File: src/rtl/wb_regfile_pkg.sv
// Shared writeback definitions: result-select encodings, default widths.
// Combinational helpers only; no latency, no backpressure.
package wb_regfile_pkg;

    localparam int XLEN_DEF  = 32;
    localparam int NREGS_DEF = 32;
    localparam int REG_IDX_W = $clog2(NREGS_DEF);
    localparam int CNT_W_DEF = 32;

    typedef enum logic [1:0] {
        RES_ALU = 2'b00,
        RES_MEM = 2'b01,
        RES_PC4 = 2'b10
    } res_src_e;

endpackage

File: src/rtl/regfile_2r1w.sv
// 2-read/1-write register file, x0 hardwired to 0, write-through bypass to reads.
// Reads combinational, write commits at posedge; no backpressure.
module regfile_2r1w
    import wb_regfile_pkg::*;
#(
    parameter int XLEN  = XLEN_DEF,
    parameter int NREGS = NREGS_DEF,
    parameter int IDX_W = $clog2(NREGS)
) (
    input  logic             clock,
    input  logic             reset,
    input  logic             i_wr_en,
    input  logic [IDX_W-1:0] i_wr_idx,
    input  logic [XLEN-1:0]  i_wr_dat,
    input  logic [IDX_W-1:0] i_rd1_idx,
    input  logic [IDX_W-1:0] i_rd2_idx,
    output logic [XLEN-1:0]  o_rd1_dat,
    output logic [XLEN-1:0]  o_rd2_dat,
    output logic             o_commit
);

    logic [XLEN-1:0] r_regs [NREGS];
    logic            w_we;

    // Gating with reset keeps the bypass from leaking a value that will be dropped.
    assign w_we     = i_wr_en && (i_wr_idx != '0) && !reset;
    assign o_commit = w_we;

    always_ff @(posedge clock or posedge reset) begin
        if (reset) begin
            for (int i = 0; i < NREGS; i++) begin
                r_regs[i] <= '0;
            end
        end else if (w_we) begin
            r_regs[i_wr_idx] <= i_wr_dat;
        end
    end

    always_comb begin
        o_rd1_dat = '0;
        if (i_rd1_idx != '0) begin
            o_rd1_dat = (w_we && i_rd1_idx == i_wr_idx) ? i_wr_dat : r_regs[i_rd1_idx];
        end
    end

    always_comb begin
        o_rd2_dat = '0;
        if (i_rd2_idx != '0) begin
            o_rd2_dat = (w_we && i_rd2_idx == i_wr_idx) ? i_wr_dat : r_regs[i_rd2_idx];
        end
    end

endmodule

File: src/rtl/wb_regfile.sv
// Writeback stage: selects ResultW, commits it to the register file, counts commits.
// ResultW and reads are zero-latency; commit at posedge; no backpressure (bubbles are RegWriteW=0).
module wb_regfile
    import wb_regfile_pkg::*;
#(
    parameter int XLEN  = XLEN_DEF,
    parameter int NREGS = NREGS_DEF,
    parameter int CNT_W = CNT_W_DEF
) (
    input  logic                     clock,
    input  logic                     reset,
    input  logic                     RegWriteW,
    input  logic [1:0]               ResultSrcW,
    input  logic [XLEN-1:0]          ALUResultW,
    input  logic [XLEN-1:0]          ReadDataW,
    input  logic [$clog2(NREGS)-1:0] RdW,
    input  logic [XLEN-1:0]          PCPlus4W,
    input  logic [$clog2(NREGS)-1:0] Rs1D,
    input  logic [$clog2(NREGS)-1:0] Rs2D,
    output logic [XLEN-1:0]          RD1D,
    output logic [XLEN-1:0]          RD2D,
    output logic [XLEN-1:0]          ResultW,
    output logic [CNT_W-1:0]         WbCount
);

    localparam int IDX_W = $clog2(NREGS);

    logic [CNT_W-1:0] r_wb_count;
    logic             w_commit;

    // Code 11 and any unknown code fall back to the ALU result.
    always_comb begin
        ResultW = ALUResultW;
        case (res_src_e'(ResultSrcW))
            RES_MEM: ResultW = ReadDataW;
            RES_PC4: ResultW = PCPlus4W;
            default: ResultW = ALUResultW;
        endcase
    end

    regfile_2r1w #(
        .XLEN  (XLEN),
        .NREGS (NREGS),
        .IDX_W (IDX_W)
    ) u_regfile (
        .clock     (clock),
        .reset     (reset),
        .i_wr_en   (RegWriteW),
        .i_wr_idx  (RdW),
        .i_wr_dat  (ResultW),
        .i_rd1_idx (Rs1D),
        .i_rd2_idx (Rs2D),
        .o_rd1_dat (RD1D),
        .o_rd2_dat (RD2D),
        .o_commit  (w_commit)
    );

    always_ff @(posedge clock or posedge reset) begin
        if (reset) begin
            r_wb_count <= '0;
        end else if (w_commit) begin
            r_wb_count <= r_wb_count + 1'b1;
        end
    end

    assign WbCount = r_wb_count;

endmodule

File: config.mk
export PLATFORM = sky130hd
export DESIGN_NAME = wb_regfile
export DESIGN_NICKNAME = d
export VERILOG_FILES = /design/src/rtl/wb_regfile_pkg.sv /design/src/rtl/regfile_2r1w.sv /design/src/rtl/wb_regfile.sv
export SDC_FILE = /design/constraint.sdc
export NUM_CORES = 2
export LEC_CHECK = 0
export CAP_MARGIN = 10
export CORE_ASPECT_RATIO = 0.7
export CORE_UTILIZATION = 25
export DETAILED_ROUTE_END_ITERATION = 8
export PLACE_DENSITY = 0.45
export SLEW_MARGIN = 20
export SYNTH_ARGS = -nofsm -noshare
export SYNTH_HDL_FRONTEND = slang
export SYNTH_SLANG_ARGS = --single-unit
File: constraint.sdc
create_clock -name clock -period 47.8 [get_ports clock]
set_clock_uncertainty 0.15 [all_clocks]
set_input_delay 9.56 -clock clock [delete_from_list [all_inputs] [get_ports clock]]
set_output_delay 9.56 -clock clock [all_outputs]
set_load 0.005 [all_outputs]
======== Word-level counts from Yosys, hierarchy flattened ========
Index checks and enable logic that the tools add are counted.
word-level totals
  output and inout port bits .............. 128
  logic and storage cells ................. 68
  register bits ........................... 1,056
operators by class
  eq/ne operators ......................... 4
  bitwise logic cells ..................... 3
  multiplexer cells ....................... 14
  order comparisons ....................... 4
  $add $sub $neg .......................... 1
  reduce and logical (&&, ||, !) cells .... 9
operators with widths
  cell                   count
  $bwmux 1024            1
  $bmux 32 s5            2
  $mux 32                9
  $demux 32 s5           1
  $pmux 32 s2            1
  $add 32x1->32 const B  1
  $ge 6x6->1 const B     3
  $not 5->6              3
  $reduce_bool 5->1      3
  $eq 5x5->1             2
  $lt 6x1->1 const B     1
  $logic_and 1x1->1      5
  $eq 2x1->1 const B     1
  $eq 2x2->1 const B     1
  $logic_not 1->1        1

======== Longest topological paths before layout ========
  word-level depth ........................ 6
  gate-level depth with buffers ........... 10
  gate-level depth less buffers ........... 7

======== Cells and area by module ========
A second synthesis with hierarchy kept.
second synthesis, totals
  cells, all modules ...................... 4,149
  area total of the unflattened synthesis .. 57,711.6 um2
modules (own cells, without submodules)
  module        times used  sequential area each (um2)  area an instance (um2)  cells each
  regfile_2r1w  1           25,624.6                    55,664.6                3,911
  wb_regfile    1           800.8                       2,047.0                 238

======== Least setup slack after synthesis ========
OpenSTA, ideal clock, no wires.
  path type ............................... input to output
  start ................................... input port Rs2D[0]
  end ..................................... output port RD2D[11]
  data arrival time ....................... 11.046 ns
  slack ................................... 27.044 ns
  data required time ...................... 38.090 ns
  stages on the path ...................... 7
  path buffers ............................ 3
  cell sequence ........................... buf_6 -> buf_6 -> buf_2 -> mux4_2 -> o211ai_1 -> o21ai_0 -> o21a_1
on the way
  word-level cells in the longest chain between the ends .. 6
ends and longest elaborated chain
  element                                     line                text
  from (decl)                                 wb_regfile.sv:19    input logic [$clog2(NREGS)-1:0] Rs2D,
  $not 5->6 (not written as such)             regfile_2r1w.sv:49  o_rd2_dat = (w_we && i_rd2_idx == i_wr_idx) ? i_wr_dat : r_regs[i_rd2_idx];
  $bmux 32 s5                                 regfile_2r1w.sv:49
  $mux 32 (not written as such) (2 in a row)  regfile_2r1w.sv:49
  $mux 32                                     regfile_2r1w.sv:49
  $mux 32 *                                   regfile_2r1w.sv:48  if (i_rd2_idx != '0) begin
  to (decl)                                   wb_regfile.sv:21    output logic [XLEN-1:0] RD2D,
Mark *: on every way between the ends. The rest lies on a longest branch, timed or not. The select of a mux whose other input is x is not followed.

======== Final worst setup path ========
  start ................................... input port Rs2D[4]
  end ..................................... output port RD2D[0]
Same word-level chain as after synthesis.

==> results.py <==
metrics = {
    "logic_synthesis": {
        "synth.area.top_cells": "dfrtp_1, mux4_2, o21ai_0, mux2i_1, nand2_1",
        "yosys_warnings": 0,
        "synth-async-reset-ratio_pct": 100.0,
        "synthFlopType": "dfrtp_1",
        "yosysUniqueCellTypes": 58,
        "synth_most_common_cell": "nand2_1",
        "netlist_top_cells_count": "nand2_1, o21ai_0, dfrtp_1",
        "synth_fp_nets": 5592,
        "synth_edf_count": 0,
        "seq_area_frac_synth_pct": 47.27,
        "synthesis.instances": 5473,
        "ys_ff_latch": 1056,
        "yosys.area.top_type": "dfrtp_1",
        "synth_top_area_share_pct": 47.27,
        "synth.avg_cell_area_um2": 10.21,
        "synthesis.area_um2": 55900,
    },
    "power": {
        "power_density_nw_per_um2": 37.52,
        "p_int_mw": 1.700,
        "clock_power_share_pct": 38.5,
        "p_seq_share_pct": 44.2,
        "combPwrFrac_pct": 17.3,
        "power.ir.vdd_worst_mv": 0.03170,
        "swShare_pct": 30.00,
        "leakagePower_nw": 27.76,
        "switching_power_mw": 0.7285,
    },
    "flow_run": {
        "cap_viol_max_count": 0,
    },
    "sta": {
        "tns_ns": 0,
        "setup_violations": 0,
        "rsz0062_at_grt": "no",
        "fin_crit_sh_pct": 49.70,
        "min_period_ns": 23.76,
        "slew_headroom_pct": 18.50,
        "hold_violations": 0,
        "worst-slew-pin-transition_ns": 1.219,
        "finalMaxSlewViolations": 0,
        "max_freq_ghz": 0.04209,
    },
    "routing": {
        "vias": 44760,
        "drc": 0,
        "wl_um": 239700,
        "wl_per_cell_um": 28.56,
        "drtIter0Drc": 4844,
        "ant_nets": 0,
        "vias_per_cell": 5.332,
        "dr.pass1.iters": 8,
    },
    "critical_path": {
        "end_kind": "output pin",
        "crit_required_ns": 38.09,
        "r2r.worst_path.cells": 6,
        "cp_cell_sequence": "buf_4 -> buf_4 -> xor2_1 -> nor3_1 -> and3_2 -> buf_4 -> a21oi_1 -> a221oi_1 -> clkdlybuf4s50_1",
        "reg2reg_from": "WbCount[0]$_DFFE_PP0P_",
        "path_common_cell": "buf_4",
        "cp-start-kind": "input pin",
        "timing.rr.end": "WbCount[26]$_DFFE_PP0P_",
        "slowest_stage": "a221oi_1",
        "regToRegSetupSlack_ns": 45.25,
        "crit_path_max_fanout": 35,
        "cpPeakStageDelay_ns": 1.00,
        "worstPathArrival_ns": 14.05,
        "path_class": "in -> out",
    },
    "global_routing": {
        "track_usage_pct": 20.98,
        "antenna_found_initial": 12,
        "grt_max_degree": 177,
        "overflow": 0,
        "grt_pass1_vias": 43510,
        "grt_first_pass_wirelength_um": 342200,
    },
    "floorplan": {
        "core-area_um2": 221100,
        "die_h_um": 397.6,
        "die-area_um2": 225500,
        "die_x_um": 567.2,
        "io_pins": 244,
        "start_util_pct": 25.29,
        "rows": 144,
    },
    "clock_tree": {
        "cts_max_path_buffers": 3,
        "numCtsBuffers": 111,
        "cts_setup_buffers": 0,
        "clk_latency_ns": 0.74,
        "cts_tree": "done",
        "htreeDepth": 3,
        "hold_buffers": 0,
        "cts-root-buf": "clkbuf_16",
        "cts.clk_slew.worst_paths_ns": 0.06,
        "cts_resized": 0,
        "cts.sinks": 1056,
    },
    "finish": {
        "nets": 5500,
        "final_cells": 8394,
        "area_growth_pct": 15.80,
        "layout-drive-gt1-share_pct": 12.39,
    },
    "worst_hold_path": {
        "hold_start": "u_regfile.r_regs[1020]$_DFFE_PP0P_",
        "min_to": "u_regfile.r_regs[1020]$_DFFE_PP0P_",
        "holdCritPathClass": "reg -> reg",
        "holdPathStages": 0,
    },
    "place": {
        "port_buffers": 243,
        "dpl.hpwl_um": 140000,
        "dp.cells": 8187,
        "gp_congestion": 0.7982,
    },
    "status": {
        "outcome": "finished clean",
    },
}
how the worst max path moves through the flow:
| stage | depth (start not counted) | startpoint | end |
|---|---|---|---|
| global placement | 9 | Rs2D[1] | RD2D[28] |
| floorplan | 1 | reset | WbCount[0]$_DFFE_PP0P_ |
| CTS | 9 | Rs2D[1] | RD2D[28] |
| global route | 9 | Rs2D[1] | RD2D[28] |
| detailed placement | 9 | Rs2D[1] | RD2D[28] |
| finish | 9 | Rs2D[4] | RD2D[0] |
cells by family after synthesis:
kind of cell               count (synthesis)  share of synthesized area (%)
xor gates and xnor gates                  41                         0.6424
AOI/OAI and AO/OA                       1674                          17.66
buffers and inverters                    623                          5.014
DFF                                     1056                          47.27
muxes                                    803                          20.29
and+or+nand+nor                         1273                          9.058
adders and majority gates                  3                        0.06715
critical path, delay by kind of cell:
kind | cells | cell delay [ns]
buffers and inverters | 4 | 2.23
AOI/OAI and AO/OA | 2 | 1.23
and+or+nand+nor | 2 | 0.74
xor gates and xnor gates | 1 | 0.17
area by class of cell:
cell class	instances	area [µm²]
multi-input cells	3794	27090
repair buffers	377	3526
clock inverters	33	474.2
flip-flops and latches	1056	26430
well taps	2920	3654
diodes	2	5.005
fillers	22920	156300
clock buffers	171	3395
inverters	41	161.4
layout by cell type (no fill, tap or decap), drive strengths merged, types with 116 or more instances in the layout:
cell	n
nand2	1123
o21ai	1073
dfrtp	1056
mux2i	522
mux4	261
clkdlybuf4s50	232
clkbuf	171
a22oi	159
buf	145
a21oi	116
power groups by stage:
| stage | logic [mW] | clock network (mW) | registers, mW |
|---|---|---|---|
| 2_1_floorplan | 0.270 | 0 | 1.06 |
| 3_3_place_gp | 0.417 | 0 | 1.08 |
| 3_5_place_dp | 0.421 | 0 | 1.09 |
| 4_1_cts | 0.422 | 0.954 | 1.07 |
| 5_1_grt | 0.460 | 0.988 | 1.09 |
| 6_report | 0.421 | 0.935 | 1.07 |
metrics by stage:
| step | util [%] | worst slack [ns] | area (µm²) | hold slack, ns | power (mW) |
|---|---|---|---|---|---|
| after detailed placement | 27.51 | 24.15 | 60830 | 0.2370 | 1.507 |
| final | 29.28 | 24.04 | 64730 | 0.2490 | 2.429 |
| after floorplan | - | 8.366 | 55900 | 0.2913 | 1.335 |
| after CTS | 29.26 | 24.14 | 64700 | 0.2513 | 2.446 |
| after global placement | 27.51 | 24.15 | 60830 | 0.2321 | 1.499 |
| after global routing | 29.28 | 24.03 | 64730 | 0.2617 | 2.534 |
metal layers:
layer  part of all wire [%]  track usage [%]  vias up
met2                     41            29.69     1833
met5                  0.077           0.5650        -
li1                       -                -    19510
met3                    8.0            4.231      329
met1                     49            32.05    23080
met4                    2.6            5.250        2
registers in the layout (all words and copies together), names as in the netlist:
register          count
WbCount              32
u_regfile.r_regs   1024
Note: power is estimated with default switching activity, not from simulation.
